## config.mk

```make
export PLATFORM = sky130hd
export DESIGN_NAME = ctrl_pipe
export DESIGN_NICKNAME = d
export VERILOG_FILES = /design/src/rtl/ctrl_pipe.sv
export SDC_FILE = /design/constraint.sdc
export NUM_CORES = 1
export LEC_CHECK = 0
export ABC_AREA = 1
export ABC_CLOCK_PERIOD_IN_PS = 2300
export CORE_MARGIN = 10
export CORE_UTILIZATION = 34
export CTS_CLUSTER_DIAMETER = 150
export DETAILED_ROUTE_END_ITERATION = 12
export GPL_TIMING_DRIVEN = 1
export PLACE_DENSITY = 0.65
export SLEW_MARGIN = 20
export SYNTH_ARGS = -nofsm -noshare
export SYNTH_HDL_FRONTEND = slang
export SYNTH_SLANG_ARGS = --single-unit
```

## constraint.sdc

```tcl
create_clock -name clk -period 2.3 [get_ports clk]
set_input_delay 0.46 -clock clk [delete_from_list [all_inputs] [get_ports clk]]
set_output_delay 0.46 -clock clk [all_outputs]
set_load 0.1 [all_outputs]
```

## src/rtl/ctrl_pipe.sv

```systemverilog
// TSC pipelined control unit: ID decode plus ID/EX, MEM and MEM/WB control staging.
// Define CTRL_RETIRE_CNT_EN to build the retirement counter behind num_inst.
package ctrl_pipe_pkg;
    localparam logic [3:0] OPC_BNE   = 4'd0;
    localparam logic [3:0] OPC_BEQ   = 4'd1;
    localparam logic [3:0] OPC_BGZ   = 4'd2;
    localparam logic [3:0] OPC_BLZ   = 4'd3;
    localparam logic [3:0] OPC_ADI   = 4'd4;
    localparam logic [3:0] OPC_ORI   = 4'd5;
    localparam logic [3:0] OPC_LHI   = 4'd6;
    localparam logic [3:0] OPC_LWD   = 4'd7;
    localparam logic [3:0] OPC_SWD   = 4'd8;
    localparam logic [3:0] OPC_JMP   = 4'd9;
    localparam logic [3:0] OPC_JAL   = 4'd10;
    localparam logic [3:0] OPC_RTYPE = 4'd15;

    localparam logic [5:0] FN_SHR = 6'd7;
    localparam logic [5:0] FN_JPR = 6'd25;
    localparam logic [5:0] FN_JRL = 6'd26;
    localparam logic [5:0] FN_WWD = 6'd28;
    localparam logic [5:0] FN_HLT = 6'd29;

    localparam logic [3:0] OP_ADD = 4'd0;
    localparam logic [3:0] OP_SUB = 4'd1;
    localparam logic [3:0] OP_AND = 4'd2;
    localparam logic [3:0] OP_ORR = 4'd3;
    localparam logic [3:0] OP_NOT = 4'd4;
    localparam logic [3:0] OP_TCP = 4'd5;
    localparam logic [3:0] OP_SHL = 4'd6;
    localparam logic [3:0] OP_SHR = 4'd7;
    localparam logic [3:0] OP_LHI = 4'd8;
    localparam logic [3:0] OP_BNE = 4'd9;
    localparam logic [3:0] OP_BEQ = 4'd10;
    localparam logic [3:0] OP_BGZ = 4'd11;
    localparam logic [3:0] OP_BLZ = 4'd12;

    localparam logic [1:0] ALUSRCB_REG  = 2'd0;
    localparam logic [1:0] ALUSRCB_IMM  = 2'd1;
    localparam logic [1:0] ALUSRCB_ZIMM = 2'd2;

    localparam logic [1:0] PCSRC_SEQ    = 2'd0;
    localparam logic [1:0] PCSRC_BRANCH = 2'd1;
    localparam logic [1:0] PCSRC_JUMP   = 2'd2;
    localparam logic [1:0] PCSRC_REG    = 2'd3;

    localparam logic [1:0] REGWRITESRC_ALU = 2'd0;
    localparam logic [1:0] REGWRITESRC_MEM = 2'd1;
    localparam logic [1:0] REGWRITESRC_PC  = 2'd2;
endpackage

module ctrl_pipe
    import ctrl_pipe_pkg::*;
#(
    parameter int MEM_STAGES = 1,
    parameter int REG_ADDR_W = 2,
    parameter int LINK_REG   = 2,
    parameter int NUM_INST_W = 16
) (
    input  logic                  clk,
    input  logic                  reset,
    input  logic                  id_valid,
    input  logic [3:0]            id_opcode,
    input  logic [5:0]            id_func,
    input  logic [REG_ADDR_W-1:0] id_rt,
    input  logic [REG_ADDR_W-1:0] id_rd,
    input  logic                  hold_id,
    input  logic                  flush,
    input  logic                  freeze,
    output logic [1:0]            id_pc_source,
    output logic                  id_is_jump,
    output logic                  ex_valid,
    output logic                  ex_is_branch,
    output logic [3:0]            ex_alu_op,
    output logic [1:0]            ex_alu_src_b,
    output logic                  mem_valid,
    output logic                  mem_read,
    output logic                  mem_write,
    output logic                  wb_valid,
    output logic                  wb_reg_write,
    output logic                  wb_output_active,
    output logic [REG_ADDR_W-1:0] wb_dest,
    output logic [1:0]            wb_mem_to_reg,
    output logic                  is_halted,
    output logic                  illegal_inst,
    output logic [NUM_INST_W-1:0] num_inst
);

    typedef struct packed {
        logic                  valid;
        logic                  regWrite;
        logic [REG_ADDR_W-1:0] dest;
        logic [1:0]            memToReg;
        logic                  outputActive;
        logic                  isHalt;
    } wbCtrl_t;

    typedef struct packed {
        logic    memRead;
        logic    memWrite;
        wbCtrl_t wb;
    } memCtrl_t;

    typedef struct packed {
        logic [3:0] aluOp;
        logic [1:0] aluSrcB;
        logic       isBranch;
        memCtrl_t   mem;
    } exCtrl_t;

    exCtrl_t  dec;
    exCtrl_t  exNext;
    exCtrl_t  exReg;
    memCtrl_t memReg [MEM_STAGES];
    wbCtrl_t  wbReg;

    logic       legal;
    logic       linkDest;
    logic [1:0] pcSrc;
    logic       isJump;
    logic       accept;
    logic       haltPending;
    logic       halted;
    logic       illegal;

    always_comb begin
        dec      = '0;
        legal    = 1'b0;
        linkDest = 1'b0;
        pcSrc    = PCSRC_SEQ;
        isJump   = 1'b0;
        unique case (id_opcode)
            OPC_BNE, OPC_BEQ, OPC_BGZ, OPC_BLZ: begin
                legal        = 1'b1;
                dec.isBranch = 1'b1;
                dec.aluOp    = OP_BNE + id_opcode;
                pcSrc        = PCSRC_BRANCH;
            end
            OPC_ADI: begin
                legal               = 1'b1;
                dec.aluOp           = OP_ADD;
                dec.aluSrcB         = ALUSRCB_IMM;
                dec.mem.wb.regWrite = 1'b1;
            end
            OPC_ORI: begin
                legal               = 1'b1;
                dec.aluOp           = OP_ORR;
                dec.aluSrcB         = ALUSRCB_ZIMM;
                dec.mem.wb.regWrite = 1'b1;
            end
            OPC_LHI: begin
                legal               = 1'b1;
                dec.aluOp           = OP_LHI;
                dec.aluSrcB         = ALUSRCB_IMM;
                dec.mem.wb.regWrite = 1'b1;
            end
            OPC_LWD: begin
                legal               = 1'b1;
                dec.aluOp           = OP_ADD;
                dec.aluSrcB         = ALUSRCB_IMM;
                dec.mem.memRead     = 1'b1;
                dec.mem.wb.regWrite = 1'b1;
                dec.mem.wb.memToReg = REGWRITESRC_MEM;
            end
            OPC_SWD: begin
                legal            = 1'b1;
                dec.aluOp        = OP_ADD;
                dec.aluSrcB      = ALUSRCB_IMM;
                dec.mem.memWrite = 1'b1;
            end
            OPC_JMP: begin
                legal  = 1'b1;
                pcSrc  = PCSRC_JUMP;
                isJump = 1'b1;
            end
            OPC_JAL: begin
                legal               = 1'b1;
                pcSrc               = PCSRC_JUMP;
                isJump              = 1'b1;
                linkDest            = 1'b1;
                dec.mem.wb.regWrite = 1'b1;
                dec.mem.wb.memToReg = REGWRITESRC_PC;
            end
            OPC_RTYPE: begin
                unique case (1'b1)
                    (id_func <= FN_SHR): begin
                        legal               = 1'b1;
                        dec.aluOp           = id_func[3:0];
                        dec.mem.wb.regWrite = 1'b1;
                    end
                    (id_func == FN_JPR): begin
                        legal  = 1'b1;
                        pcSrc  = PCSRC_REG;
                        isJump = 1'b1;
                    end
                    (id_func == FN_JRL): begin
                        legal               = 1'b1;
                        pcSrc               = PCSRC_REG;
                        isJump              = 1'b1;
                        linkDest            = 1'b1;
                        dec.mem.wb.regWrite = 1'b1;
                        dec.mem.wb.memToReg = REGWRITESRC_PC;
                    end
                    (id_func == FN_WWD): begin
                        legal                   = 1'b1;
                        dec.mem.wb.outputActive = 1'b1;
                    end
                    (id_func == FN_HLT): begin
                        legal             = 1'b1;
                        dec.mem.wb.isHalt = 1'b1;
                    end
                    default: ;
                endcase
            end
            default: ;
        endcase
        dec.mem.wb.valid = legal;
        if (linkDest)
            dec.mem.wb.dest = REG_ADDR_W'(LINK_REG);
        else if (id_opcode == OPC_RTYPE)
            dec.mem.wb.dest = id_rd;
        else
            dec.mem.wb.dest = id_rt;
        // Undefined or absent instructions collapse to a clean bubble
        if (!(id_valid && legal)) begin
            dec    = '0;
            pcSrc  = PCSRC_SEQ;
            isJump = 1'b0;
        end
    end

    assign accept = !flush && !hold_id && !haltPending;
    assign exNext = accept ? dec : '0;

    always_ff @(posedge clk or posedge reset) begin
        if (reset) begin
            exReg       <= '0;
            wbReg       <= '0;
            haltPending <= 1'b0;
            halted      <= 1'b0;
            illegal     <= 1'b0;
            for (int i = 0; i < MEM_STAGES; i++)
                memReg[i] <= '0;
        end else if (!freeze) begin
            exReg     <= exNext;
            memReg[0] <= exReg.mem;
            for (int i = 1; i < MEM_STAGES; i++)
                memReg[i] <= memReg[i-1];
            wbReg <= memReg[MEM_STAGES-1].wb;
            if (exNext.mem.wb.isHalt)
                haltPending <= 1'b1;
            if (accept && id_valid && !legal)
                illegal <= 1'b1;
            if (wbReg.valid && wbReg.isHalt)
                halted <= 1'b1;
        end
    end

`ifdef CTRL_RETIRE_CNT_EN
    logic [NUM_INST_W-1:0] numInst;

    always_ff @(posedge clk or posedge reset) begin
        if (reset)
            numInst <= '0;
        else if (!freeze && wbReg.valid)
            numInst <= numInst + 1'b1;
    end

    assign num_inst = numInst;
`else
    assign num_inst = '0;
`endif

    assign id_pc_source     = pcSrc;
    assign id_is_jump       = isJump;
    assign ex_valid         = exReg.mem.wb.valid;
    assign ex_is_branch     = exReg.isBranch;
    assign ex_alu_op        = exReg.aluOp;
    assign ex_alu_src_b     = exReg.aluSrcB;
    assign mem_valid        = memReg[0].wb.valid;
    assign mem_read         = memReg[0].memRead;
    assign mem_write        = memReg[0].memWrite;
    assign wb_valid         = wbReg.valid;
    assign wb_reg_write     = wbReg.regWrite;
    assign wb_output_active = wbReg.outputActive;
    assign wb_dest          = wbReg.dest;
    assign wb_mem_to_reg    = wbReg.memToReg;
    assign is_halted        = halted;
    assign illegal_inst     = illegal;

endmodule
```

==> flow_summary.ini, run 1 <==
[route]
drt-total-wl_mm = 4.80
post_drt_wl_per_cell_um = 12.6
drt-initial-drc-count = 119
drc = 0
via_per_inst = 4.35
firstDrtPassIters = 4
via_count = 1661
detail-route-antenna-nets = 0

[finish]
largest_register_ffs = 8
largest_register = exReg
nFillCells = 559
n_antenna_cell = 0
finalInstanceArea_um2 = 2840
final_layout_size_suffix_gt1_frac = 0.397
syn2layout_area_growth_pct = 40.8
nNetsFinal = 333

[grt]
grt_pass1_wl_mm = 8.26
grt_usage = 0.104
grt_overflow = 0
antenna_found_initial = 0
grt_max_degree = 37
grt_pass1_vias = 1735

[clock_tree]
cts.root.buffer_cell = clkbuf_8
cts_buffers = 5
cts_hold_buf = 0
clk_pin_slew_ns = 0.07
clk_path_buf_depth = 2
insertion_delay_ns = 0.29
cts_tree = built
htree_levels = 2
cts.sinks = 36

[yosys]
yosysSeqAreaShare = 0.447
syn_inst = 241
synth.top_cell.area_share = 0.447
synth_area_um2 = 2010
synth.distinct_cells = 27
ys_warn_count = 0
synth.area.top_cells = dfrtp_1 45%, nand2_1 12%, buf_4 9.7%, inv_1 4.7%, o21ai_2 4.3%
synthFlopType = dfrtp_1
avgSynthCellArea_um2 = 8.36
synth-seq-cells = 36
async_flop_share = 1.00
synth.largest_area_cell = dfrtp_1
synth_edf_count = 0

[placed_design]
dpl-instance-area_um2 = 2610
hpwl_mm = 3.65
gp_congestion = 0.818
io_buffers = 42

[sta]
setup_violations = 0
period_needed_ns = 2.23
min_period_over_period = 0.968
drv_slew = 0
whs_ns = 0.471
final_hold_viol_count = 0
max_clock_freq_mhz = 449
finalClockSkew_ns = 0.00496

[setup_path]
r2r_cells = 3
timing.rr.start = haltPending
r2r_slack_ns = 1.07
regToRegEndpoint = ex_alu_op[2]
crit_path_start_kind = input pin
endpoint_kind = primary output
cp.arrival_ns = 1.77
worstSetupStartpoint = id_opcode[1]
worst-endpoint-required_ns = 1.84
cp_max_fo = 3
critical_path_class = in -> out
endpoint = id_pc_source[0]

[flow_run]
drv_cap = 0

[power]
powerDensity_nw_per_um2 = 511
seqPwrFrac = 0.439
p_sw_frac = 0.330
p_int_mw = 0.970
clkPwrFrac = 0.320
p_total_mw = 1.45
p_sw_mw = 0.478
comb_power_share = 0.241
leakage_nw = 1.46
vdd_ir_drop_max_v = 0.000287

[die]
die_area_um2 = 9400
core_area_um2 = 5640
fp.dieW_um = 97.0
num_rows = 27
die_y_um = 97.0
io_pins = 59
start_util = 0.357

[status]
status = completed

[min_path]
hold_path_depth = 2
hold_class = reg -> reg
==> worst min path at each step <==
stage | from | endpoint | slack (ns)
floorplan | memReg[6] | wb_reg_write | 0.44
global placement | is_halted | is_halted | 0.45
detailed placement | exReg[8] | mem_write | 0.45
CTS | exReg[8] | mem_write | 0.47
global route | wb_dest[0] | wb_dest[0] | 0.50
finish | illegal_inst | illegal_inst | 0.47
==> kinds of logic after synthesis <==
kind of cell,Yosys count,synth area share
AND/OR/NAND/NOR,102,0.240
buffers and inverters,61,0.171
AO/OA/AOI/OAI,37,0.115
flip-flops,36,0.447
adder cells (fa/ha/maj),4,0.0248
other,1,0.00186
==> critical path, cell delays in order <==
cell     delay (ns)
buf_4          0.13
buf_4          0.13
ha_4           0.17
buf_4          0.14
nand2_2        0.10
nand3_4        0.10
nor2_4         0.16
nand2_4        0.09
nand2_8        0.09
a21oi_4        0.04
buf_12         0.16
==> routing by layer <==
layer	vias up	routed length, um	GRT usage
li1	852	-	-
met1	764	2140	0.124
met2	40	2310	0.166
met3	5	286	0.0383
met4	0	53	0.0361
met5	-	0	0
==> cell type report <==
type / count / area [um^2] / area share
clock buffer: 6 / 82.6 / 0.0291
clock inverter: 2 / 10.0 / 0.00353
inverter: 29 / 110 / 0.0388
multi-input combinational: 159 / 985 / 0.347
sequential: 36 / 901 / 0.318
tap: 72 / 90.1 / 0.0318
timing repair buffer: 78 / 658 / 0.232
==> metrics by stage <==
step            util  instances  setup TNS [ns]  worst slack [ns]
6_report       0.503        382               0            0.0741
5_1_grt        0.503        382         -0.0149           -0.0149
4_1_cts        0.491        380               0            0.0269
3_5_place_dp   0.463        369           -5.69            -0.524
3_3_place_gp   0.463        369           -3.34            -0.410
2_1_floorplan      -        256               0          0.000766
==> synthesized netlist by cell type (2+ instances only) <==
master / number
nand2_1: 64
dfrtp_1: 36
buf_4: 26
inv_1: 25
o21ai_0: 16
nor2_1: 15
o21ai_2: 10
nand3_1: 9
a21oi_1: 5
clkbuf_1: 4
ha_1: 4
nand2_2: 4
inv_2: 3
o21ai_1: 3
a22oi_1: 2
nand2_4: 2
nand4_1: 2
nor2_2: 2
==> layout by cell type, fill, tap and decap left out <==
| master | instances |
|---|---|
| nand2_1 | 61 |
| buf_4 | 58 |
| dfrtp_1 | 36 |
| inv_1 | 23 |
| conb_1 | 16 |
| o21ai_0 | 15 |
| o21ai_2 | 12 |
| clkdlybuf4s50_1 | 9 |
| nor2_4 | 6 |
| nor2_2 | 6 |
| clkbuf_8 | 6 |
| dlygate4sd2_1 | 6 |
| inv_2 | 5 |
| nor2_1 | 5 |
| nand2_2 | 5 |
| nand3_2 | 4 |
| nand3_1 | 4 |
| a21oi_1 | 4 |
| clkinv_2 | 3 |
| nand2_4 | 3 |
| nand3_4 | 3 |
| ha_2 | 3 |
| buf_12 | 3 |
| nand4_1 | 2 |
| o21ai_1 | 2 |
| a22oi_1 | 2 |
| clkdlybuf4s15_1 | 2 |
| nor2_8 | 1 |
| nor4_4 | 1 |
| nand2_8 | 1 |
| a21oi_4 | 1 |
| a31o_2 | 1 |
| ha_4 | 1 |
==> power groups by stage <==
stage               registers (mW)  clock network, mW  logic (mW)
floorplan                    0.660                  0       0.233
global placement             0.648                  0       0.324
detailed placement           0.648                  0       0.327
CTS                          0.635              0.472       0.336
global route                 0.635              0.501       0.372
finish                       0.635              0.464       0.349
==> what timing repair did <==
| action | in CTS | in global routing |
|---|---|---|
| gates resized for setup | 35 | 14 |
| buffers inserted | 3 | 2 |
| pin swaps | 12 | 5 |
| endpoints found under the setup margin | 3 | 3 |
| endpoints found under the hold margin | 0 | 0 |
Note: power is estimated with default switching activity, not from simulation.
==> run 2: changes to the inputs <==
--- a/config.mk
+++ b/config.mk
@@ -7,6 +7,7 @@
 export LEC_CHECK = 0
 export ABC_AREA = 1
 export ABC_CLOCK_PERIOD_IN_PS = 2300
+export CAP_MARGIN = 20
 export CORE_MARGIN = 10
 export CORE_UTILIZATION = 34
 export CTS_CLUSTER_DIAMETER = 150
==> results of run 2 <==
Same layout as run 1: the final DEF is identical, and so are final timing and power.
